## src/rtl/pipeline_ctrl_if.sv

```systemverilog
// Hazard-control bundle between the 5-stage datapath and pipeline_ctrl.
// Status flows datapath->controller; stage Wr/Flush and PC redirect flow back.
interface pipeline_ctrl_if;
  logic        ICacheBusy;
  logic        DCacheBusy;
  logic [4:0]  ID_rs;
  logic [4:0]  ID_rt;
  logic        ID_UseRs;
  logic        ID_UseRt;
  logic        EXE_IsLoad;
  logic [4:0]  EXE_rt;
  logic        EXE_DivStart;
  logic        EXE_BranchFail;
  logic [31:0] EXE_BranchAddr;
  logic        MEM_ExcValid;
  logic [31:0] MEM_ExcVector;

  logic        PC_Wr;
  logic        ID_Wr;
  logic        EXE_Wr;
  logic        MEM_Wr;
  logic        WB_Wr;
  logic        ID_Flush;
  logic        EXE_Flush;
  logic        MEM_Flush;
  logic        WB_Flush;
  logic        PC_Redirect;
  logic [31:0] RedirectAddr;
  logic        DivBusy;

  // Controller side: commands the stage registers.
  modport master (
    input  ICacheBusy, DCacheBusy, ID_rs, ID_rt, ID_UseRs, ID_UseRt,
           EXE_IsLoad, EXE_rt, EXE_DivStart, EXE_BranchFail, EXE_BranchAddr,
           MEM_ExcValid, MEM_ExcVector,
    output PC_Wr, ID_Wr, EXE_Wr, MEM_Wr, WB_Wr,
           ID_Flush, EXE_Flush, MEM_Flush, WB_Flush,
           PC_Redirect, RedirectAddr, DivBusy
  );

  // Datapath side: reports hazards, obeys Wr/Flush.
  modport slave (
    output ICacheBusy, DCacheBusy, ID_rs, ID_rt, ID_UseRs, ID_UseRt,
           EXE_IsLoad, EXE_rt, EXE_DivStart, EXE_BranchFail, EXE_BranchAddr,
           MEM_ExcValid, MEM_ExcVector,
    input  PC_Wr, ID_Wr, EXE_Wr, MEM_Wr, WB_Wr,
           ID_Flush, EXE_Flush, MEM_Flush, WB_Flush,
           PC_Redirect, RedirectAddr, DivBusy
  );
endinterface

```

## src/rtl/pipeline_ctrl.sv

```systemverilog
// Stall/flush/redirect controller for the 5-stage core; outputs are combinational (0 cycles).
// Exceptions and branch redirects wait in state until the I-cache can accept the new PC.
module pipeline_ctrl #(
  parameter int DIV_CYCLES = 36
) (
  input logic             clk,
  input logic             rst,
  pipeline_ctrl_if.master io_pipe
);

  localparam int CNT_W = $clog2(DIV_CYCLES);
  localparam logic [CNT_W-1:0] DIV_LOAD = CNT_W'(DIV_CYCLES - 2);

  typedef enum logic [1:0] {
    ST_RUN      = 2'd0,
    ST_DIV_WAIT = 2'd1,
    ST_EXC_WAIT = 2'd2
  } state_t;

  state_t           r_state, w_state_n;
  logic [CNT_W-1:0] r_cnt, w_cnt_n;
  logic             r_br_pend, w_br_pend_n;
  logic [31:0]      r_pend_addr, w_pend_addr_n;

  logic w_load_use;
  logic w_exc;
  logic w_div_wait;
  logic w_div_busy_cnt;
  logic w_br_seen;

  assign w_load_use = io_pipe.EXE_IsLoad && (io_pipe.EXE_rt != 5'd0) &&
                      ((io_pipe.ID_UseRs && (io_pipe.ID_rs == io_pipe.EXE_rt)) ||
                       (io_pipe.ID_UseRt && (io_pipe.ID_rt == io_pipe.EXE_rt)));
  assign w_exc          = io_pipe.MEM_ExcValid || (r_state == ST_EXC_WAIT);
  assign w_div_wait     = (r_state == ST_DIV_WAIT);
  assign w_div_busy_cnt = w_div_wait && (r_cnt != '0);

  always_ff @(posedge clk) begin
    if (rst) begin
      r_state     <= ST_RUN;
      r_cnt       <= '0;
      r_br_pend   <= 1'b0;
      r_pend_addr <= 32'd0;
    end else begin
      r_state     <= w_state_n;
      r_cnt       <= w_cnt_n;
      r_br_pend   <= w_br_pend_n;
      r_pend_addr <= w_pend_addr_n;
    end
  end

  always_comb begin
    w_state_n     = r_state;
    w_cnt_n       = r_cnt;
    w_br_pend_n   = r_br_pend;
    w_pend_addr_n = r_pend_addr;
    w_br_seen     = 1'b0;

    io_pipe.PC_Wr        = 1'b1;
    io_pipe.ID_Wr        = 1'b1;
    io_pipe.EXE_Wr       = 1'b1;
    io_pipe.MEM_Wr       = 1'b1;
    io_pipe.WB_Wr        = 1'b1;
    io_pipe.ID_Flush     = 1'b0;
    io_pipe.EXE_Flush    = 1'b0;
    io_pipe.MEM_Flush    = 1'b0;
    io_pipe.WB_Flush     = 1'b0;
    io_pipe.PC_Redirect  = 1'b0;
    io_pipe.RedirectAddr = r_pend_addr;
    io_pipe.DivBusy      = 1'b0;

    if (rst) begin
      io_pipe.PC_Wr     = 1'b0;
      io_pipe.ID_Wr     = 1'b0;
      io_pipe.EXE_Wr    = 1'b0;
      io_pipe.MEM_Wr    = 1'b0;
      io_pipe.WB_Wr     = 1'b0;
      io_pipe.ID_Flush  = 1'b1;
      io_pipe.EXE_Flush = 1'b1;
      io_pipe.MEM_Flush = 1'b1;
      io_pipe.WB_Flush  = 1'b1;
    end else if (w_exc) begin
      // Exception kills any divide and any pending branch redirect.
      w_cnt_n     = '0;
      w_br_pend_n = 1'b0;
      if (io_pipe.ICacheBusy) begin
        if (r_state != ST_EXC_WAIT) begin
          w_pend_addr_n = io_pipe.MEM_ExcVector;
        end
        w_state_n        = ST_EXC_WAIT;
        io_pipe.PC_Wr    = 1'b0;
        io_pipe.ID_Wr    = 1'b0;
        io_pipe.EXE_Wr   = 1'b0;
        io_pipe.MEM_Wr   = 1'b0;
        io_pipe.WB_Flush = 1'b1;
      end else begin
        w_state_n            = ST_RUN;
        io_pipe.PC_Redirect  = 1'b1;
        io_pipe.RedirectAddr = (r_state == ST_EXC_WAIT) ? r_pend_addr
                                                        : io_pipe.MEM_ExcVector;
        io_pipe.ID_Flush     = 1'b1;
        io_pipe.EXE_Flush    = 1'b1;
        io_pipe.MEM_Flush    = 1'b1;
        io_pipe.WB_Flush     = 1'b1;
      end
    end else begin
      // The divider keeps counting through memory stalls.
      if (w_div_busy_cnt) begin
        w_cnt_n = r_cnt - 1'b1;
      end

      if (io_pipe.DCacheBusy) begin
        io_pipe.PC_Wr    = 1'b0;
        io_pipe.ID_Wr    = 1'b0;
        io_pipe.EXE_Wr   = 1'b0;
        io_pipe.MEM_Wr   = 1'b0;
        io_pipe.WB_Flush = 1'b1;
        io_pipe.DivBusy  = w_div_busy_cnt;
      end else if (((r_state == ST_RUN) && io_pipe.EXE_DivStart) || w_div_busy_cnt) begin
        if (r_state == ST_RUN) begin
          w_cnt_n   = DIV_LOAD;
          w_state_n = ST_DIV_WAIT;
        end
        io_pipe.PC_Wr     = 1'b0;
        io_pipe.ID_Wr     = 1'b0;
        io_pipe.EXE_Wr    = 1'b0;
        io_pipe.MEM_Flush = 1'b1;
        io_pipe.DivBusy   = 1'b1;
      end else begin
        if (w_div_wait) begin
          w_state_n = ST_RUN;
        end

        if (w_load_use) begin
          io_pipe.PC_Wr     = 1'b0;
          io_pipe.ID_Wr     = 1'b0;
          io_pipe.EXE_Flush = 1'b1;
        end else if (io_pipe.ICacheBusy) begin
          io_pipe.PC_Wr    = 1'b0;
          io_pipe.ID_Flush = 1'b1;
        end

        if (io_pipe.EXE_BranchFail) begin
          w_br_seen = 1'b1;
          if (!io_pipe.ICacheBusy) begin
            // Under load-use the delay slot stays held in ID instead of being flushed.
            io_pipe.PC_Redirect  = 1'b1;
            io_pipe.RedirectAddr = io_pipe.EXE_BranchAddr;
            io_pipe.PC_Wr        = 1'b1;
            io_pipe.ID_Flush     = !w_load_use;
            w_br_pend_n          = 1'b0;
          end else begin
            w_br_pend_n   = 1'b1;
            w_pend_addr_n = io_pipe.EXE_BranchAddr;
          end
        end
      end

      if (r_br_pend && !io_pipe.ICacheBusy && !w_br_seen) begin
        io_pipe.PC_Redirect  = 1'b1;
        io_pipe.RedirectAddr = r_pend_addr;
        io_pipe.ID_Flush     = 1'b1;
        w_br_pend_n          = 1'b0;
      end
    end
  end

endmodule

```

## src/flat_wrapper.sv

```systemverilog
// flat-port wrapper written by rule: the top's interface ports become plain ports
module pipeline_ctrl_flat 
#(
  parameter int DIV_CYCLES = 36
)
  (clk, rst, io_pipe_ICacheBusy, io_pipe_DCacheBusy, io_pipe_ID_rs, io_pipe_ID_rt, io_pipe_ID_UseRs, io_pipe_ID_UseRt, io_pipe_EXE_IsLoad, io_pipe_EXE_rt, io_pipe_EXE_DivStart, io_pipe_EXE_BranchFail, io_pipe_EXE_BranchAddr, io_pipe_MEM_ExcValid, io_pipe_MEM_ExcVector, io_pipe_PC_Wr, io_pipe_ID_Wr, io_pipe_EXE_Wr, io_pipe_MEM_Wr, io_pipe_WB_Wr, io_pipe_ID_Flush, io_pipe_EXE_Flush, io_pipe_MEM_Flush, io_pipe_WB_Flush, io_pipe_PC_Redirect, io_pipe_RedirectAddr, io_pipe_DivBusy);
  pipeline_ctrl_if io_pipe_i ();
  input logic clk;
  input logic rst;
  input wire logic [$bits(io_pipe_i.ICacheBusy)-1:0] io_pipe_ICacheBusy;
  input wire logic [$bits(io_pipe_i.DCacheBusy)-1:0] io_pipe_DCacheBusy;
  input wire logic [$bits(io_pipe_i.ID_rs)-1:0] io_pipe_ID_rs;
  input wire logic [$bits(io_pipe_i.ID_rt)-1:0] io_pipe_ID_rt;
  input wire logic [$bits(io_pipe_i.ID_UseRs)-1:0] io_pipe_ID_UseRs;
  input wire logic [$bits(io_pipe_i.ID_UseRt)-1:0] io_pipe_ID_UseRt;
  input wire logic [$bits(io_pipe_i.EXE_IsLoad)-1:0] io_pipe_EXE_IsLoad;
  input wire logic [$bits(io_pipe_i.EXE_rt)-1:0] io_pipe_EXE_rt;
  input wire logic [$bits(io_pipe_i.EXE_DivStart)-1:0] io_pipe_EXE_DivStart;
  input wire logic [$bits(io_pipe_i.EXE_BranchFail)-1:0] io_pipe_EXE_BranchFail;
  input wire logic [$bits(io_pipe_i.EXE_BranchAddr)-1:0] io_pipe_EXE_BranchAddr;
  input wire logic [$bits(io_pipe_i.MEM_ExcValid)-1:0] io_pipe_MEM_ExcValid;
  input wire logic [$bits(io_pipe_i.MEM_ExcVector)-1:0] io_pipe_MEM_ExcVector;
  output wire logic [$bits(io_pipe_i.PC_Wr)-1:0] io_pipe_PC_Wr;
  output wire logic [$bits(io_pipe_i.ID_Wr)-1:0] io_pipe_ID_Wr;
  output wire logic [$bits(io_pipe_i.EXE_Wr)-1:0] io_pipe_EXE_Wr;
  output wire logic [$bits(io_pipe_i.MEM_Wr)-1:0] io_pipe_MEM_Wr;
  output wire logic [$bits(io_pipe_i.WB_Wr)-1:0] io_pipe_WB_Wr;
  output wire logic [$bits(io_pipe_i.ID_Flush)-1:0] io_pipe_ID_Flush;
  output wire logic [$bits(io_pipe_i.EXE_Flush)-1:0] io_pipe_EXE_Flush;
  output wire logic [$bits(io_pipe_i.MEM_Flush)-1:0] io_pipe_MEM_Flush;
  output wire logic [$bits(io_pipe_i.WB_Flush)-1:0] io_pipe_WB_Flush;
  output wire logic [$bits(io_pipe_i.PC_Redirect)-1:0] io_pipe_PC_Redirect;
  output wire logic [$bits(io_pipe_i.RedirectAddr)-1:0] io_pipe_RedirectAddr;
  output wire logic [$bits(io_pipe_i.DivBusy)-1:0] io_pipe_DivBusy;
  assign io_pipe_i.ICacheBusy = io_pipe_ICacheBusy;
  assign io_pipe_i.DCacheBusy = io_pipe_DCacheBusy;
  assign io_pipe_i.ID_rs = io_pipe_ID_rs;
  assign io_pipe_i.ID_rt = io_pipe_ID_rt;
  assign io_pipe_i.ID_UseRs = io_pipe_ID_UseRs;
  assign io_pipe_i.ID_UseRt = io_pipe_ID_UseRt;
  assign io_pipe_i.EXE_IsLoad = io_pipe_EXE_IsLoad;
  assign io_pipe_i.EXE_rt = io_pipe_EXE_rt;
  assign io_pipe_i.EXE_DivStart = io_pipe_EXE_DivStart;
  assign io_pipe_i.EXE_BranchFail = io_pipe_EXE_BranchFail;
  assign io_pipe_i.EXE_BranchAddr = io_pipe_EXE_BranchAddr;
  assign io_pipe_i.MEM_ExcValid = io_pipe_MEM_ExcValid;
  assign io_pipe_i.MEM_ExcVector = io_pipe_MEM_ExcVector;
  assign io_pipe_PC_Wr = io_pipe_i.PC_Wr;
  assign io_pipe_ID_Wr = io_pipe_i.ID_Wr;
  assign io_pipe_EXE_Wr = io_pipe_i.EXE_Wr;
  assign io_pipe_MEM_Wr = io_pipe_i.MEM_Wr;
  assign io_pipe_WB_Wr = io_pipe_i.WB_Wr;
  assign io_pipe_ID_Flush = io_pipe_i.ID_Flush;
  assign io_pipe_EXE_Flush = io_pipe_i.EXE_Flush;
  assign io_pipe_MEM_Flush = io_pipe_i.MEM_Flush;
  assign io_pipe_WB_Flush = io_pipe_i.WB_Flush;
  assign io_pipe_PC_Redirect = io_pipe_i.PC_Redirect;
  assign io_pipe_RedirectAddr = io_pipe_i.RedirectAddr;
  assign io_pipe_DivBusy = io_pipe_i.DivBusy;
  pipeline_ctrl #(.DIV_CYCLES(DIV_CYCLES)) u_core (.clk(clk), .rst(rst), .io_pipe(io_pipe_i));
endmodule
```

## config.mk

```make
export PLATFORM = sky130hd
export DESIGN_NAME = pipeline_ctrl_flat
export DESIGN_NICKNAME = d
export VERILOG_FILES = /design/src/rtl/pipeline_ctrl_if.sv /design/src/rtl/pipeline_ctrl.sv /design/src/flat_wrapper.sv
export SDC_FILE = /design/constraint.sdc
export NUM_CORES = 1
export LEC_CHECK = 0
export ABC_AREA = 0
export BUFFER_PORTS_ARGS = -buffer_cell sky130_fd_sc_hd__buf_2
export CORE_MARGIN = 3
export CORE_UTILIZATION = 50
export DETAILED_ROUTE_END_ITERATION = 10
export PLACE_DENSITY = 0.83
export SLEW_MARGIN = 15
export SYNTH_ARGS = -nofsm -noshare
export SYNTH_HDL_FRONTEND = slang
export SYNTH_SLANG_ARGS = --single-unit
```

## constraint.sdc

```tcl
create_clock -name clk -period 4.96 [get_ports clk]
set_input_delay 0 -clock clk [delete_from_list [all_inputs] [get_ports clk]]
set_output_delay 0 -clock clk [all_outputs]
set_load 0.01 [all_outputs]
```

==> out/metrics.cfg, run 1 <==
[drt]
dr.first_iter.drc_count = 122
viasPerCell = 5.81
firstDrtPassIters = 4
ant_nets = 0
via_count = 2935
routedWlPerCell_um = 15.8
drc = 0
wirelength_um = 7990

[flow_run]
cap_violations = 0

[synthesis]
synth_edf_count = 0
async_reset_ff_share_pct = 0
synthAdderAreaFrac_pct = 0.812
synthCells = 321
synth_common_cells = 41 x dfxtp_1, 39 x a21oi_1, 34 x o21a_1, 32 x mux2i_1, 32 x o22a_1
synth_warnings = 0
ys_seq_elements = 41
synth_area_leaders = dfxtp_1 27%, a211oi_2 12%, mux2i_1 10%
synthSimpleGateAreaFrac_pct = 7.43
synth_nets = 412
muxShareOfSynthArea_pct = 10.8
yosysMostFrequentCell = dfxtp_1
synth.distinct_cells = 48
synth_top_family_by_area = compound AO/OA/AOI/OAI gates
synth_area_leader_cell = dfxtp_1
synth_xor_area_share_pct = 4.26
synth.avg_cell_area_um2 = 9.60
mappedNetlistArea_um2 = 3080
synth_top_area_share_pct = 26.6
synth_compound_area_share_pct = 41.7
synth_ff_type = dfxtp_1
synth-seq-area-share_pct = 26.6

[sta]
setup_tns_ns = 0
hold_viol = 0
layout_min_cycle_time_ns = 3.16
grt_setup_unrepaired = false
clock.fmax_mhz = 316
worst_slack_ns = 1.80
tightest_slew_ns = 1.02
clock-skew-final_ns = 0.00754
finalCritPeriodShare_pct = 63.8
hold_ws_ns = 0.0328
setup_viol = 0
maxSlewHeadroom_pct = 31.8
drv_slew = 0

[worst_setup_path]
crit_type = reg2out
slowest_delay_ns = 0.74
crit_start = u_core.r_state[0]
worst_setup_path_end_kind = output pin
cp.arrival_ns = 3.16
path_cells = inv_1 -> a21oi_1 -> nand4_4 -> nand2_2 -> o21a_1 -> buf_2
cp_slowest_cell = nand2_2
worstSetupStartpointType = flop
crit_family = simple AND/OR/NAND/NOR gates
path_max_fanout = 33
crit_buf_inv = 2
r2r-start = u_core.r_cnt[0]
required_ns = 4.96

[power_and_ir_drop]
ir_worst_vdd_v = 0.000169
total_power_mw = 0.965
p_per_area_nw_per_um2 = 258
p_leak_nw = 1.54

[floorplan]
die_w_um = 84.5
core_area_um2 = 5740
rows = 27
die_h_um = 84.5
ioPinCount = 132
initial_core_util_pct = 53.6
die_area_um2 = 7140

[global_routing]
grt_remaining_overflow = 0
grt_usage_pct = 21.4
grt_max_degree = 41
grt_pass1_wl_um = 12800
grt_antenna_before_repair = 0
grt_pass1_vias = 2812

[min_path]
min_from = io_pipe_ICacheBusy
hp-class = in2reg

[cells_and_area]
fin_area_um2 = 3740
multiInputGateArea_um2 = 2000
seq_area_um2 = 821
drive_above_1_share_pct = 41.6
n_fill_cell = 477
fin_nets = 523
antennaDiodeCount = 0
area_growth_pct = 21.5

[clock_network]
cts_tree = done
holdBufCountCts = 0
postCtsSetupBuffers = 0
insertion_delay_ns = 0.29
clk_path_buf_depth = 2
clkSlewWorstSetupHoldPaths_ns = 0.08
clock-sinks = 41
numCtsBuffers = 5
htree_levels = 2
cts.repair.resized = 0
cts_root_buffer = clkbuf_8

[placed_design]
post_dp_cell_area_um2 = 3610
routabilityCongestion = 0.837
port_buffers = 131
pre_cts_ws_ns = 2.11
dp_hpwl_um = 5670

[status]
run_status = complete, no violations

sequential cells by signal, summed over array words and instances, names as in the netlist:
signal	count
u_core.r_br_pend	1
u_core.r_cnt	6
u_core.r_pend_addr	32
u_core.r_state	2
final cells by class:
cell class                 instances  share of cell area (%)
multi-input combinational        245                    53.5
sequential                        41                    21.9
timing repair buffer             134                    18.1
tap                               72                    2.41
clock buffer                       5                    1.84
clock inverter                     3                    1.74
inverter                           5                   0.501
cell families (layout without fill, tap and decap cells):
| family | Yosys count | count (layout) |
|---|---|---|
| flip-flops | 41 | 41 |
| AND/OR/NAND/NOR | 40 | 40 |
| buffers and inverters | 35 | 147 |
| AO/OA/AOI/OAI | 155 | 155 |
| multiplexers | 33 | 33 |
| adder cells (fa/ha/maj) | 2 | 2 |
| XOR/XNOR | 15 | 15 |
where the power goes:
part           switching (mW)  total [mW]  internal [mW]
logic                   0.152       0.283          0.132
clock network           0.115       0.315          0.200
registers              0.0147       0.367          0.352
per-layer routing:
metal | global-route usage, % | part of all wire [%]
met1 | 27.3 | 44
met5 | 0 | 0
met2 | 36.9 | 48
met3 | 4.12 | 8.0
met4 | 5.47 | 0.54
metrics by stage:
stage	cells	util [%]
floorplan	321	-
global placement	497	62.9
detailed placement	497	62.9
CTS	505	65.2
global route	505	65.2
finish	505	65.2
worst paths after layout:
path	to	slack [ns]	cells after the start
hold / removal	u_core.r_br_pend	0.03	2
hold reg to reg	u_core.r_pend_addr[17]	0.53	2
setup / recovery	io_pipe_RedirectAddr[31]	1.80	6
setup reg to reg	u_core.r_pend_addr[31]	2.47	7
cells in the final DEF (no fill, tap or decap), types with 3 or more instances in the layout:
cell,Yosys,layout
a21oi_1,39,39
a211oi_1,3,3
buf_2,2,131
nand2_1,6,6
nand3_1,4,4
buf_4,3,3
nand4_1,3,3
o22a_1,32,32
dfxtp_1,41,41
a211oi_2,30,30
inv_1,5,5
nor2_1,12,12
xnor2_1,13,13
mux2i_1,32,32
clkbuf_8,0,5
o21a_1,34,34
Note: power is estimated with default switching activity, not from simulation.
==> run 2, diff against run 1 <==
ABC_AREA = 1   (was 0)
CORE_UTILIZATION = 46   (was 50)
PLACE_DENSITY = 0.78   (was 0.83)
clock period = 2.9 ns   (was 4.96 ns; I/O delays follow)
==> run 2 against run 1 <==
Against the previous run:
- clock power grew 38%
- hold slack lost 0.0089 ns
- combinational power grew 120%
- clock skew grew 0.0040 ns
- critical path depth grew 1
- register-to-register slack lost 1.7 ns
- first-iteration DRC count grew 100%
- area after synthesis grew 21%
- largest power group unchanged
==> out/metrics.cfg, run 2 <==
[clock_network]
postCtsSetupBuffers = 0
cts_tree = done
htree_levels = 2
clk_path_buf_depth = 2
cts.repair.resized = 0
clock-sinks = 41
clkSlewWorstSetupHoldPaths_ns = 0.08
cts_root_buffer = clkbuf_8
holdBufCountCts = 1
numCtsBuffers = 5
insertion_delay_ns = 0.31

[sta]
hold_viol = 0
hold_ws_ns = 0.0239
drv_slew = 0
clock.fmax_mhz = 399
maxSlewHeadroom_pct = 41.7
tightest_slew_ns = 0.873
grt_setup_unrepaired = false
finalCritPeriodShare_pct = 86.5
layout_min_cycle_time_ns = 2.51
setup_tns_ns = 0
clock-skew-final_ns = 0.0115
setup_viol = 0

[cells_and_area]
largest_reg_flops = 32
mostFrequentLayoutCells = 210 x nand2_1, 131 x buf_2, 106 x a21oi_1
reg.largest.list = u_core.r_pend_addr x32, u_core.r_cnt x6, u_core.r_state x2
fin_nets = 879
top_register = u_core.r_pend_addr
antennaDiodeCount = 0
final_common_cell = nand2_1
drive_above_1_share_pct = 20.3
area_growth_pct = 19.6

[placed_design]
port_buffers = 131
routabilityCongestion = 0.842
dp_hpwl_um = 7800

[synthesis]
synth_area_leader_cell = dfxtp_1
synth_ff_type = dfxtp_1
synth_top_area_share_pct = 22.1
synth-seq-area-share_pct = 22.1
synth.distinct_cells = 30
synth_nets = 772
synth_edf_count = 0
mappedNetlistArea_um2 = 3710
synth_warnings = 0
synth.avg_cell_area_um2 = 5.45
synth_common_cells = 210 x nand2_1, 106 x a21oi_1, 95 x inv_1, 81 x o21ai_0, 53 x nor2_1
yosysMostFrequentCell = nand2_1
ys_seq_elements = 41
synthCells = 681
async_reset_ff_share_pct = 0
synth_area_leaders = dfxtp_1 22%, nand2_1 21%, a21oi_1 14%

[floorplan]
initial_core_util_pct = 47.8
die_area_um2 = 9180
ioPinCount = 132
core_area_um2 = 7770
die_w_um = 95.8
rows = 32
die_h_um = 95.8

[worst_setup_path]
path_cells = nor2_4 -> nor2_8 -> inv_2 -> nand2_1 -> nand2_1 -> nor3_1 -> buf_2
slowest_delay_ns = 0.48
path_max_fanout = 37
worstSetupStartpointType = flop
cp_slowest_cell = dfxtp_1
crit_family = simple AND/OR/NAND/NOR gates
crit_buf_inv = 2
worst_setup_path_end_kind = output pin
required_ns = 2.90
cp.arrival_ns = 2.51
crit_type = reg2out
cp_common_cell = nand2_1

[power_and_ir_drop]
p_leak_nw = 2.43
ir_worst_vdd_v = 0.000217
total_power_mw = 1.71
p_per_area_nw_per_um2 = 385

[drt]
wirelength_um = 11200
ant_nets = 0
firstDrtPassIters = 5
dr.first_iter.drc_count = 247
viasPerCell = 5.24
via_count = 4667
routedWlPerCell_um = 12.5
drc = 0

[global_routing]
grt_pass1_vias = 4405
grt_antenna_before_repair = 0
grt_max_degree = 54
grt_usage_pct = 24.7
grt_pass1_wl_um = 18400
grt_remaining_overflow = 0

[min_path]
hp-class = in2reg

[status]
run_status = complete, no violations

[flow_run]
cap_violations = 0

run 2: cell count changes in the layout (fill, tap and decap cells not counted), sizes merged, moves of 3 or more:
cell,delta
a211oi,-32
a21oi,+67
and2,-3
buf,+5
inv,+93
mux2i,-32
nand2,+205
nand3,+5
nor2,+45
o21a,-33
o21ai,+103
o22a,-32
xnor2,-13
run 2: worst paths after layout:
path / startpoint / endpoint / slack [ns] / cells past startpoint
max: u_core.r_state[0] / io_pipe_EXE_Wr / 0.39 / 7
min: io_pipe_ICacheBusy / u_core.r_state[1] / 0.02 / 3
max reg2reg: u_core.r_state[0] / u_core.r_cnt[4] / 0.76 / 7
min reg2reg: u_core.r_br_pend / u_core.r_br_pend / 0.47 / 2
run 2: power breakdown:
group / total, mW / leakage [nW] / switching [mW] / internal (mW)
registers: 0.641 / 0.337 / 0.0334 / 0.607
logic: 0.633 / 2.04 / 0.393 / 0.240
clock network: 0.434 / 0.0542 / 0.218 / 0.216
total: 1.71 / 2.43 / 0.645 / 1.06
run 2: kinds of logic (layout without fill, tap and decap cells):
family          after synthesis  after routing  synth area share [%]
compound gates              214            214                  29.1
flops                        41             41                  22.1
buf+inv                     138            246                  16.5
xor+xnor                      1              1                 0.236
fa+ha+maj                     2              2                 0.674
simple gates                285            285                  31.3
run 2: tightest hold or removal path, stage by stage:
cell     delay [ns]
buf_2          0.12
nand2_1        0.09
a21oi_1        0.07
run 2: layout make-up:
| type | instances | area, µm² |
|---|---|---|
| Multi-Input combinational cell | 502 | 2280 |
| Tap cell | 102 | 128 |
| Clock inverter | 1 | 5.00 |
| Sequential cell | 41 | 821 |
| Inverter | 98 | 368 |
| Clock buffer | 7 | 96.3 |
| Timing Repair Buffer | 140 | 738 |
| Fill cell | 812 | 3330 |
run 2: layer usage:
layer / vias to the layer above / wire (µm) / global-route usage, %
li1: 2366 / - / -
met1: 2095 / 4670 / 29.7
met2: 195 / 5460 / 43.4
met3: 11 / 866 / 5.00
met4: 0 / 157 / 8.77
met5: - / 0 / 0
run 2: metrics by stage:
step / setup slack (ns) / instance area [µm²] / util, % / cells
after global placement: 0.790 / 4330 / 55.7 / 882
after floorplan: 1.45 / 3710 / - / 681
after CTS: 0.396 / 4440 / 57.2 / 891
after global routing: 0.137 / 4440 / 57.2 / 891
final: 0.392 / 4440 / 57.2 / 891
after detailed placement: 0.750 / 4330 / 55.7 / 882
